--- src/rtl/accel_host_driver.sv ---
// Host-side initiator for the lane accelerator. Per frame: optional soft reset, image load, o_valid poll, map readout.
// Bus cycles issue one cycle after their trigger. s_ready is registered. m_valid holds until m_ready, with one read in flight.
module accel_host_driver #(
  parameter int AXI_ADDR_WIDTH = 20,
  parameter int IN_BYTES       = 393216,
  parameter int OUT_BYTES      = 2048,
  parameter int OFFSET_INPUT   = 0,
  parameter int OFFSET_OUTPUT  = 393216,
  parameter int OFFSET_OVALID  = 395264,
  parameter int OFFSET_RESET   = 395272,
  parameter int POLL_INTERVAL  = 16,
  parameter int TIMEOUT_POLLS  = 65535,
  parameter int RST_WAIT       = 16
) (
  input  logic                      clk,
  input  logic                      rst,
  input  logic                      start,
  input  logic                      do_soft_reset,
  input  logic [31:0]               s_data,
  input  logic                      s_valid,
  output logic                      s_ready,
  output logic [31:0]               m_data,
  output logic                      m_valid,
  input  logic                      m_ready,
  output logic                      busy,
  output logic                      done,
  output logic                      error,
  output logic [AXI_ADDR_WIDTH-1:0] axi_wr_addr,
  output logic [31:0]               axi_wr_data,
  output logic [3:0]                axi_wr_strobe,
  output logic                      axi_wr_en,
  output logic [AXI_ADDR_WIDTH-1:0] axi_rd_addr,
  output logic                      axi_rd_en,
  input  logic [31:0]               axi_rd_data
);

  localparam int IN_WORDS  = IN_BYTES / 4;
  localparam int OUT_WORDS = OUT_BYTES / 4;
  localparam int KW = (IN_WORDS > 1) ? $clog2(IN_WORDS) : 1;
  localparam int JW = (OUT_WORDS > 1) ? $clog2(OUT_WORDS) : 1;
  localparam int PW = $clog2(TIMEOUT_POLLS + 1);
  localparam int TW = $clog2(POLL_INTERVAL);
  localparam int WW = $clog2(RST_WAIT + 1);

  localparam logic [AXI_ADDR_WIDTH-1:0] A_IN     = AXI_ADDR_WIDTH'(OFFSET_INPUT);
  localparam logic [AXI_ADDR_WIDTH-1:0] A_OUT    = AXI_ADDR_WIDTH'(OFFSET_OUTPUT);
  localparam logic [AXI_ADDR_WIDTH-1:0] A_OVALID = AXI_ADDR_WIDTH'(OFFSET_OVALID);
  localparam logic [AXI_ADDR_WIDTH-1:0] A_RST    = AXI_ADDR_WIDTH'(OFFSET_RESET);

  typedef enum logic [2:0] {IDLE, SRST, RWAIT, LOAD, POLL, READ} state_t;

  state_t        state;
  logic [KW-1:0] k;
  logic [JW-1:0] j;
  logic [PW-1:0] poll_cnt;
  logic [TW-1:0] timer;
  logic [WW-1:0] wait_cnt;
  logic          rd_sample;

  always_ff @(posedge clk) begin
    if (rst) begin
      state         <= IDLE;
      k             <= '0;
      j             <= '0;
      poll_cnt      <= '0;
      timer         <= '0;
      wait_cnt      <= '0;
      rd_sample     <= 1'b0;
      s_ready       <= 1'b0;
      m_data        <= '0;
      m_valid       <= 1'b0;
      busy          <= 1'b0;
      done          <= 1'b0;
      error         <= 1'b0;
      axi_wr_addr   <= '0;
      axi_wr_data   <= '0;
      axi_wr_strobe <= '0;
      axi_wr_en     <= 1'b0;
      axi_rd_addr   <= '0;
      axi_rd_en     <= 1'b0;
    end else begin
      axi_wr_en <= 1'b0;
      axi_rd_en <= 1'b0;
      done      <= 1'b0;
      // read data is valid exactly one cycle after the read strobe
      rd_sample <= axi_rd_en;
      case (state)
        IDLE: if (start) begin
          error    <= 1'b0;
          busy     <= 1'b1;
          k        <= '0;
          j        <= '0;
          poll_cnt <= '0;
          timer    <= '0;
          wait_cnt <= '0;
          if (do_soft_reset) state <= SRST;
          else begin
            state   <= LOAD;
            s_ready <= 1'b1;
          end
        end
        SRST: begin
          axi_wr_en     <= 1'b1;
          axi_wr_addr   <= A_RST;
          axi_wr_data   <= 32'd1;
          axi_wr_strobe <= 4'b0001;
          state         <= RWAIT;
        end
        RWAIT: begin
          if (wait_cnt == WW'(RST_WAIT)) begin
            state   <= LOAD;
            s_ready <= 1'b1;
          end else begin
            wait_cnt <= wait_cnt + WW'(1);
          end
        end
        LOAD: if (s_valid && s_ready) begin
          axi_wr_en     <= 1'b1;
          axi_wr_addr   <= A_IN + AXI_ADDR_WIDTH'({k, 2'b00});
          axi_wr_data   <= s_data;
          axi_wr_strobe <= 4'hF;
          k             <= k + KW'(1);
          if (k == KW'(IN_WORDS - 1)) begin
            s_ready <= 1'b0;
            state   <= POLL;
          end
        end
        POLL: begin
          timer <= (timer == TW'(POLL_INTERVAL - 1)) ? '0 : timer + TW'(1);
          if (rd_sample) begin
            if (axi_rd_data[0]) begin
              state       <= READ;
              axi_rd_en   <= 1'b1;
              axi_rd_addr <= A_OUT;
            end else if (poll_cnt == PW'(TIMEOUT_POLLS - 1)) begin
              error <= 1'b1;
              done  <= 1'b1;
              busy  <= 1'b0;
              state <= IDLE;
            end else begin
              poll_cnt <= poll_cnt + PW'(1);
            end
          end else if (timer == TW'(POLL_INTERVAL - 1)) begin
            axi_rd_en   <= 1'b1;
            axi_rd_addr <= A_OVALID;
          end
        end
        READ: begin
          if (rd_sample) begin
            m_data  <= axi_rd_data;
            m_valid <= 1'b1;
          end else if (m_valid && m_ready) begin
            m_valid <= 1'b0;
            if (j == JW'(OUT_WORDS - 1)) begin
              done  <= 1'b1;
              busy  <= 1'b0;
              state <= IDLE;
            end else begin
              j           <= j + JW'(1);
              axi_rd_en   <= 1'b1;
              axi_rd_addr <= A_OUT + AXI_ADDR_WIDTH'({(j + JW'(1)), 2'b00});
            end
          end
        end
        default: state <= IDLE;
      endcase
    end
  end

endmodule

--- config.mk ---
export PLATFORM = sky130hd
export DESIGN_NAME = accel_host_driver
export DESIGN_NICKNAME = d
export VERILOG_FILES = /design/src/rtl/accel_host_driver.sv
export SDC_FILE = /design/constraint.sdc
export NUM_CORES = 1
export LEC_CHECK = 0
export ABC_CLOCK_PERIOD_IN_PS = 2650
export CAP_MARGIN = 20
export CORE_AREA = 4 4 122 124
export DETAILED_ROUTE_END_ITERATION = 16
export DIE_AREA = 0 0 126 128
export HOLD_SLACK_MARGIN = 0.05
export PLACE_DENSITY_LB_ADDON = 0.25
export SETUP_SLACK_MARGIN = 0.05
export SYNTH_ARGS = -nofsm -noshare
export SYNTH_HDL_FRONTEND = slang
export SYNTH_SLANG_ARGS = --single-unit
--- constraint.sdc ---
create_clock -name clk -period 2.65 [get_ports clk]
set_input_delay 0.3975 -clock clk [delete_from_list [all_inputs] [get_ports clk]]
set_output_delay 0.3975 -clock clk [all_outputs]
set_load 0.1 [all_outputs]
==> flow_summary.json, run 1 <==
{
  "setup_viol": 0,
  "ys.flop_type": "dfxtp_1",
  "wl_per_cell_um": 15.8,
  "clock.fmax_ghz": 0.433,
  "ir_drop_uv": 478,
  "hold_class": "input pin to flip-flop",
  "die_area_mm2": 0.0161,
  "layout_commonest_cell": "dfxtp_1",
  "hold_buffers": 0,
  "rsz0062_at_grt": "no",
  "avgSynthCellArea_um2": 9.00,
  "vias": 5878,
  "finalWeightedCongestion": 0.862,
  "grt_max_degree": 47,
  "root_buffer": "clkbuf_16",
  "synth_adder_area_share_pct": 1.74,
  "cp-startpoint": "j[0]",
  "hpwl_mm": 12.5,
  "synth-simple-area-share_pct": 22.0,
  "outcome": "completed",
  "ys_warn_count": 0,
  "clk_latency_ns": 0.42,
  "synth-xor-area-share_pct": 4.32,
  "synth_area_mm2": 0.00649,
  "p_per_area_mw_per_mm2": 723,
  "overflow": 0,
  "cts_sinks": 156,
  "cts_tree": "yes",
  "synth.area.mux_share_pct": 1.85,
  "path_clk_slew_ns": 0.06,
  "wirelength_mm": 17.1,
  "p_leak_nw": 3.46,
  "drt_iter0_drc": 421,
  "synth_top_family_by_area": "simple AND/OR/NAND/NOR gates",
  "crit_required_ns": 2.97,
  "worstPathMaxFanout": 6,
  "drcViolationCount": 0,
  "postCtsSetupBuffers": 0,
  "worstHoldStart": "rst",
  "cts.htree.levels": 4,
  "cts-buffers-inserted": 17,
  "final_nets": 967,
  "ant_nets": 0,
  "start_util_pct": 47.1,
  "mostFrequentLayoutCells": "dfxtp_1 (156), buf_4 (123), nand2_1 (90), nor2_1 (75), a21oi_1 (69)",
  "tightest_slew_ns": 0.621,
  "synth_cells": 721,
  "synth_seq_cells": 156,
  "synth-edff-count": 0,
  "period_needed_ns": 2.31,
  "viasPerCell": 5.44,
  "max_cap_viol_count": 0,
  "synth-compound-area-share_pct": 17.1,
  "area_growth_pct": 33.9,
  "critPathKind": "flip-flop to flip-flop",
  "grt_pass1_wl_mm": 27.6,
  "antenna_found_initial": 0,
  "synth-async-reset-ratio_pct": 0,
  "finalHoldViolCount": 0,
  "grt_pass1_vias": 5668,
  "antenna_cells": 0,
  "placed_cells": 1049,
  "endpoint_kind": "flip-flop",
  "tns_ns": 0,
  "cts_buffer_depth": 2,
  "finalMaxSlewViolations": 0,
  "skew_ns": 0.00673,
  "stdcell_count": 1081,
  "synth.distinct_cells": 69,
  "firstDrtPassIters": 5,
  "synth_seq_area_share_pct": 48.1,
  "r2r_start": "j[0]",
  "drive_above_1_share_pct": 19.9,
  "fp.dieH_um": 128,
  "port_buffers": 173,
  "post-route-period-util_pct": 87.1,
  "track_usage_pct": 20.8,
  "rows": 43,
  "ios": 185,
  "fp.dieW_um": 126,
  "fillCellCount": 1170,
  "arrival_ns": 2.63,
  "core_mm2": 0.0138,
  "slew-limit-headroom_pct": 58.5,
  "startpoint_type": "flip-flop"
}
what timing repair did:
action                                  4_1_cts  5_1_grt
endpoints found under the setup margin        0        3
resized for setup                             0        2
hold endpoints to repair                      0        0
power by group:
part / switching [mW] / internal [mW] / leakage, nW
Clock: 0.947 / 1.36 / 0.272
Combinational: 1.01 / 0.434 / 1.93
Sequential: 0.0897 / 2.43 / 1.26
per-layer routing:
metal / up-vias / wire [um] / global-route usage, % / share of wire [%]
met1: 2778 / 7110 / 25.2 / 42
met3: 39 / 1070 / 5.29 / 6.3
met2: 194 / 8490 / 35.0 / 50
li1: 2867 / - / - / -
met4: 0 / 440 / 9.21 / 2.6
met5: - / 0 / 0 / 0
metrics by stage:
stage | power [mW] | hold slack (ns) | area, um2 | utilization (%) | worst slack, ns
after floorplan | 3.61 | 0.447 | 6520 | - | 0.302
after global placement | 3.97 | 0.443 | 8110 | 58.9 | 0.242
after detailed placement | 4.00 | 0.450 | 8110 | 58.9 | 0.132
after CTS | 6.30 | 0.332 | 8670 | 63.0 | 0.251
after global routing | 6.53 | 0.353 | 8680 | 63.0 | 0.0460
final | 6.28 | 0.340 | 8680 | 63.0 | 0.341
final cells by class:
class                   instances  area (um2)  area share [%]
repair buffers                193        1630            18.8
clock buffers                  22         474            5.46
flip-flops and latches        156        3120            36.0
clock inverters                10        90.1            1.04
multi-input cells             512        3110            35.8
inverters                       8        30.0           0.346
well taps                     180         225            2.59
final timing paths:
check                                         to  slack (ns)  cells past startpoint
worst min-delay path            axi_wr_strobe[2]        0.34                      2
worst max-delay path                    state[2]        0.34                      9
worst max register to register          state[2]        0.34                      9
worst min register to register         m_data[5]        0.46                      2
cells in the mapped netlist, drive strengths merged (10+ instances only):
cell type	instances	share of area [%]
dfxtp	156	48
buf	25	2.6
and3	12	1.2
nand2	90	5.2
a22o	40	5.4
clkbuf	30	1.7
o21ai	15	1.2
nand3	19	1.5
nand4	16	1.6
or3	10	0.98
mux2i	12	1.9
nor3	10	0.85
nor2	77	4.5
a21oi	69	5.3
xor2	19	2.6
xnor2	13	1.8
state kept, by name (all words and copies together) (netlist names):
| signal | cells |
|---|---|
| axi_rd_addr | 11 |
| axi_rd_en | 1 |
| axi_wr_addr | 17 |
| axi_wr_data | 32 |
| axi_wr_en | 1 |
| axi_wr_strobe | 2 |
| busy | 1 |
| done | 1 |
| error | 1 |
| j | 9 |
| k | 17 |
| m_data | 32 |
| m_valid | 1 |
| poll_cnt | 16 |
| rd_sample | 1 |
| s_ready | 1 |
| state | 3 |
| timer | 4 |
| wait_cnt | 5 |
critical path: stages (launching register included):
cell	delay (ns)
dfxtp_1	0.41
ha_1	0.25
nand3_1	0.21
nor3_2	0.24
ha_1	0.24
nand3_1	0.12
a211oi_2	0.28
buf_4	0.16
a21oi_1	0.05
a311oi_1	0.25
kinds of logic (layout without fill, tap and decap cells):
logic type	count (synthesis)	count (layout)
simple gates	287	287
compound gates	161	161
flops	156	156
buf+inv	63	233
xor+xnor	32	32
mux	12	12
fa+ha+maj	9	9
other cells	1	11
(Power assumes the default switching activity.)
==> run 2: changes to the inputs <==
CAP_MARGIN = unset   (was 20)
CORE_AREA = 4 4 127 129   (was 4 4 122 124)
DIE_AREA = 0 0 131 133   (was 0 0 126 128)
==> run 2 against run 1 <==
Effect of this change:
- combinational power about the same
- critical endpoint unchanged
- critical path depth unchanged
- register-to-register slack improved by 0.04 ns
- hold slack improved by 0.091 ns
- routed wire length decreased by 1.7%
- sequential power about the same
- critical path type unchanged
- cell area increased by 0.59%
- highest routed layer unchanged
==> flow_summary.json, run 2 (synthesis results as in run 1) <==
{
  "core_mm2": 0.0150,
  "endpoint_kind": "flip-flop",
  "ant_nets": 0,
  "setup_viol": 0,
  "die_area_mm2": 0.0174,
  "p_leak_nw": 3.48,
  "cts-resized-gates": 0,
  "grt_pass1_vias": 5157,
  "skew_ns": 0.00998,
  "slowest_delay_ns": 0.40,
  "outcome": "completed",
  "ir_drop_uv": 572,
  "post-route-period-util_pct": 85.5,
  "layout_commonest_cell": "dfxtp_1",
  "clock.fmax_ghz": 0.442,
  "track_usage_pct": 18.8,
  "finalWeightedCongestion": 0.806,
  "postCtsSetupBuffers": 0,
  "grt_max_degree": 67,
  "r2r_cells": 9,
  "crit_required_ns": 2.97,
  "path_depth": 9,
  "crit_chain": "ha_1 -> nand3_2 -> nor3_2 -> ha_1 -> nand3_1 -> a211oi_1 -> buf_4 -> a21oi_1 -> a311oi_1",
  "antenna_cells": 0,
  "firstDrtPassIters": 4,
  "hpwl_mm": 12.0,
  "path_common_cell": "ha_1",
  "cts_buffer_depth": 2,
  "regArea_mm2": 0.00312,
  "finalHoldViolCount": 0,
  "tns_ns": 0,
  "clk_latency_ns": 0.42,
  "grt_pass1_wl_mm": 26.3,
  "drive_above_1_share_pct": 19.9,
  "area_growth_pct": 34.6,
  "cts_tree": "yes",
  "stdcell_count": 1091,
  "mostFrequentLayoutCells": "dfxtp_1 (156), buf_4 (124), nand2_1 (90), nor2_1 (75), a21oi_1 (69)",
  "critPathKind": "flip-flop to flip-flop",
  "finalMaxSlewViolations": 0,
  "placed_cells": 1059,
  "period_needed_ns": 2.26,
  "vias": 5623,
  "fillCellCount": 1331,
  "arrival_ns": 2.59,
  "pre_cts_slack_ns": 0.258,
  "cts_sinks": 156,
  "slew-limit-headroom_pct": 60.9,
  "drcViolationCount": 0,
  "startpoint_type": "flip-flop",
  "p_per_area_mw_per_mm2": 727,
  "root_buffer": "clkbuf_16",
  "cts.htree.levels": 4,
  "hold_buffers": 0,
  "max_cap_viol_count": 0,
  "rows": 45,
  "rsz0062_at_grt": "no",
  "worstPathMaxFanout": 6,
  "setup_slack_ns": 0.385,
  "fp.dieW_um": 131,
  "start_util_pct": 43.1,
  "port_buffers": 173,
  "cp_top_family": "compound AO/OA/AOI/OAI gates",
  "path_clk_slew_ns": 0.06,
  "cpMaxStageDelayCell": "dfxtp_1",
  "tightest_slew_ns": 0.585,
  "drt_iter0_drc": 213,
  "antenna_found_initial": 0,
  "overflow": 0,
  "viasPerCell": 5.15,
  "hold_class": "input pin to flip-flop",
  "whs_path_depth": 2,
  "wirelength_mm": 16.8,
  "fp.dieH_um": 133,
  "cts-buffers-inserted": 17,
  "multi_input_area_mm2": 0.00311,
  "ios": 185,
  "final_nets": 969,
  "biggestRegsByFlops": "axi_wr_data: 32 flops, m_data: 32 flops",
  "cp.buffers_inverters": 1,
  "wl_per_cell_um": 15.4
}
run 2: cell type report:
class,instances,area share [%]
flip-flops and latches,156,35.8
clock inverters,10,1.30
clock buffers,22,5.32
multi-input cells,512,35.6
well taps,188,2.69
repair buffers,195,19.0
inverters,8,0.344
run 2: power breakdown:
group	switching, mW	internal (mW)
clock	0.947	1.43
sequential	0.0794	2.43
combinational	1.02	0.435
run 2: stage by stage:
step           utilization [%]  hold WS (ns)  cell area, um2  power, mW
6_report                  58.1         0.431            8730       6.35
4_1_cts                   58.0         0.422            8720       6.40
2_1_floorplan                -         0.447            6520       3.61
3_3_place_gp              54.2         0.440            8150       4.01
3_5_place_dp              54.2         0.446            8150       4.02
5_1_grt                   58.1         0.460            8730       6.59
run 2: worst paths after layout:
| kind | from | slack [ns] | endpoint |
|---|---|---|---|
| max reg2reg | j[0] | 0.39 | state[2] |
| max | j[0] | 0.39 | state[2] |
| min reg2reg | axi_rd_addr[6] | 0.45 | axi_rd_addr[6] |
| min | rst | 0.43 | m_valid |
run 2: routing by layer:
metal / vias up / part of all wire [%] / global-route usage (%)
met5: - / 0 / 0
met4: 0 / 1.8 / 6.57
met3: 22 / 5.6 / 4.80
met2: 126 / 48 / 29.9
met1: 2607 / 45 / 24.6
li1: 2868 / - / -
==> run 3: changes to the inputs <==
CORE_AREA = 4 4 122 124   (was 4 4 127 129)
DIE_AREA = 0 0 126 128   (was 0 0 131 133)
==> results of run 3 <==
Final layout, timing and power as in run 1 (identical DEF).
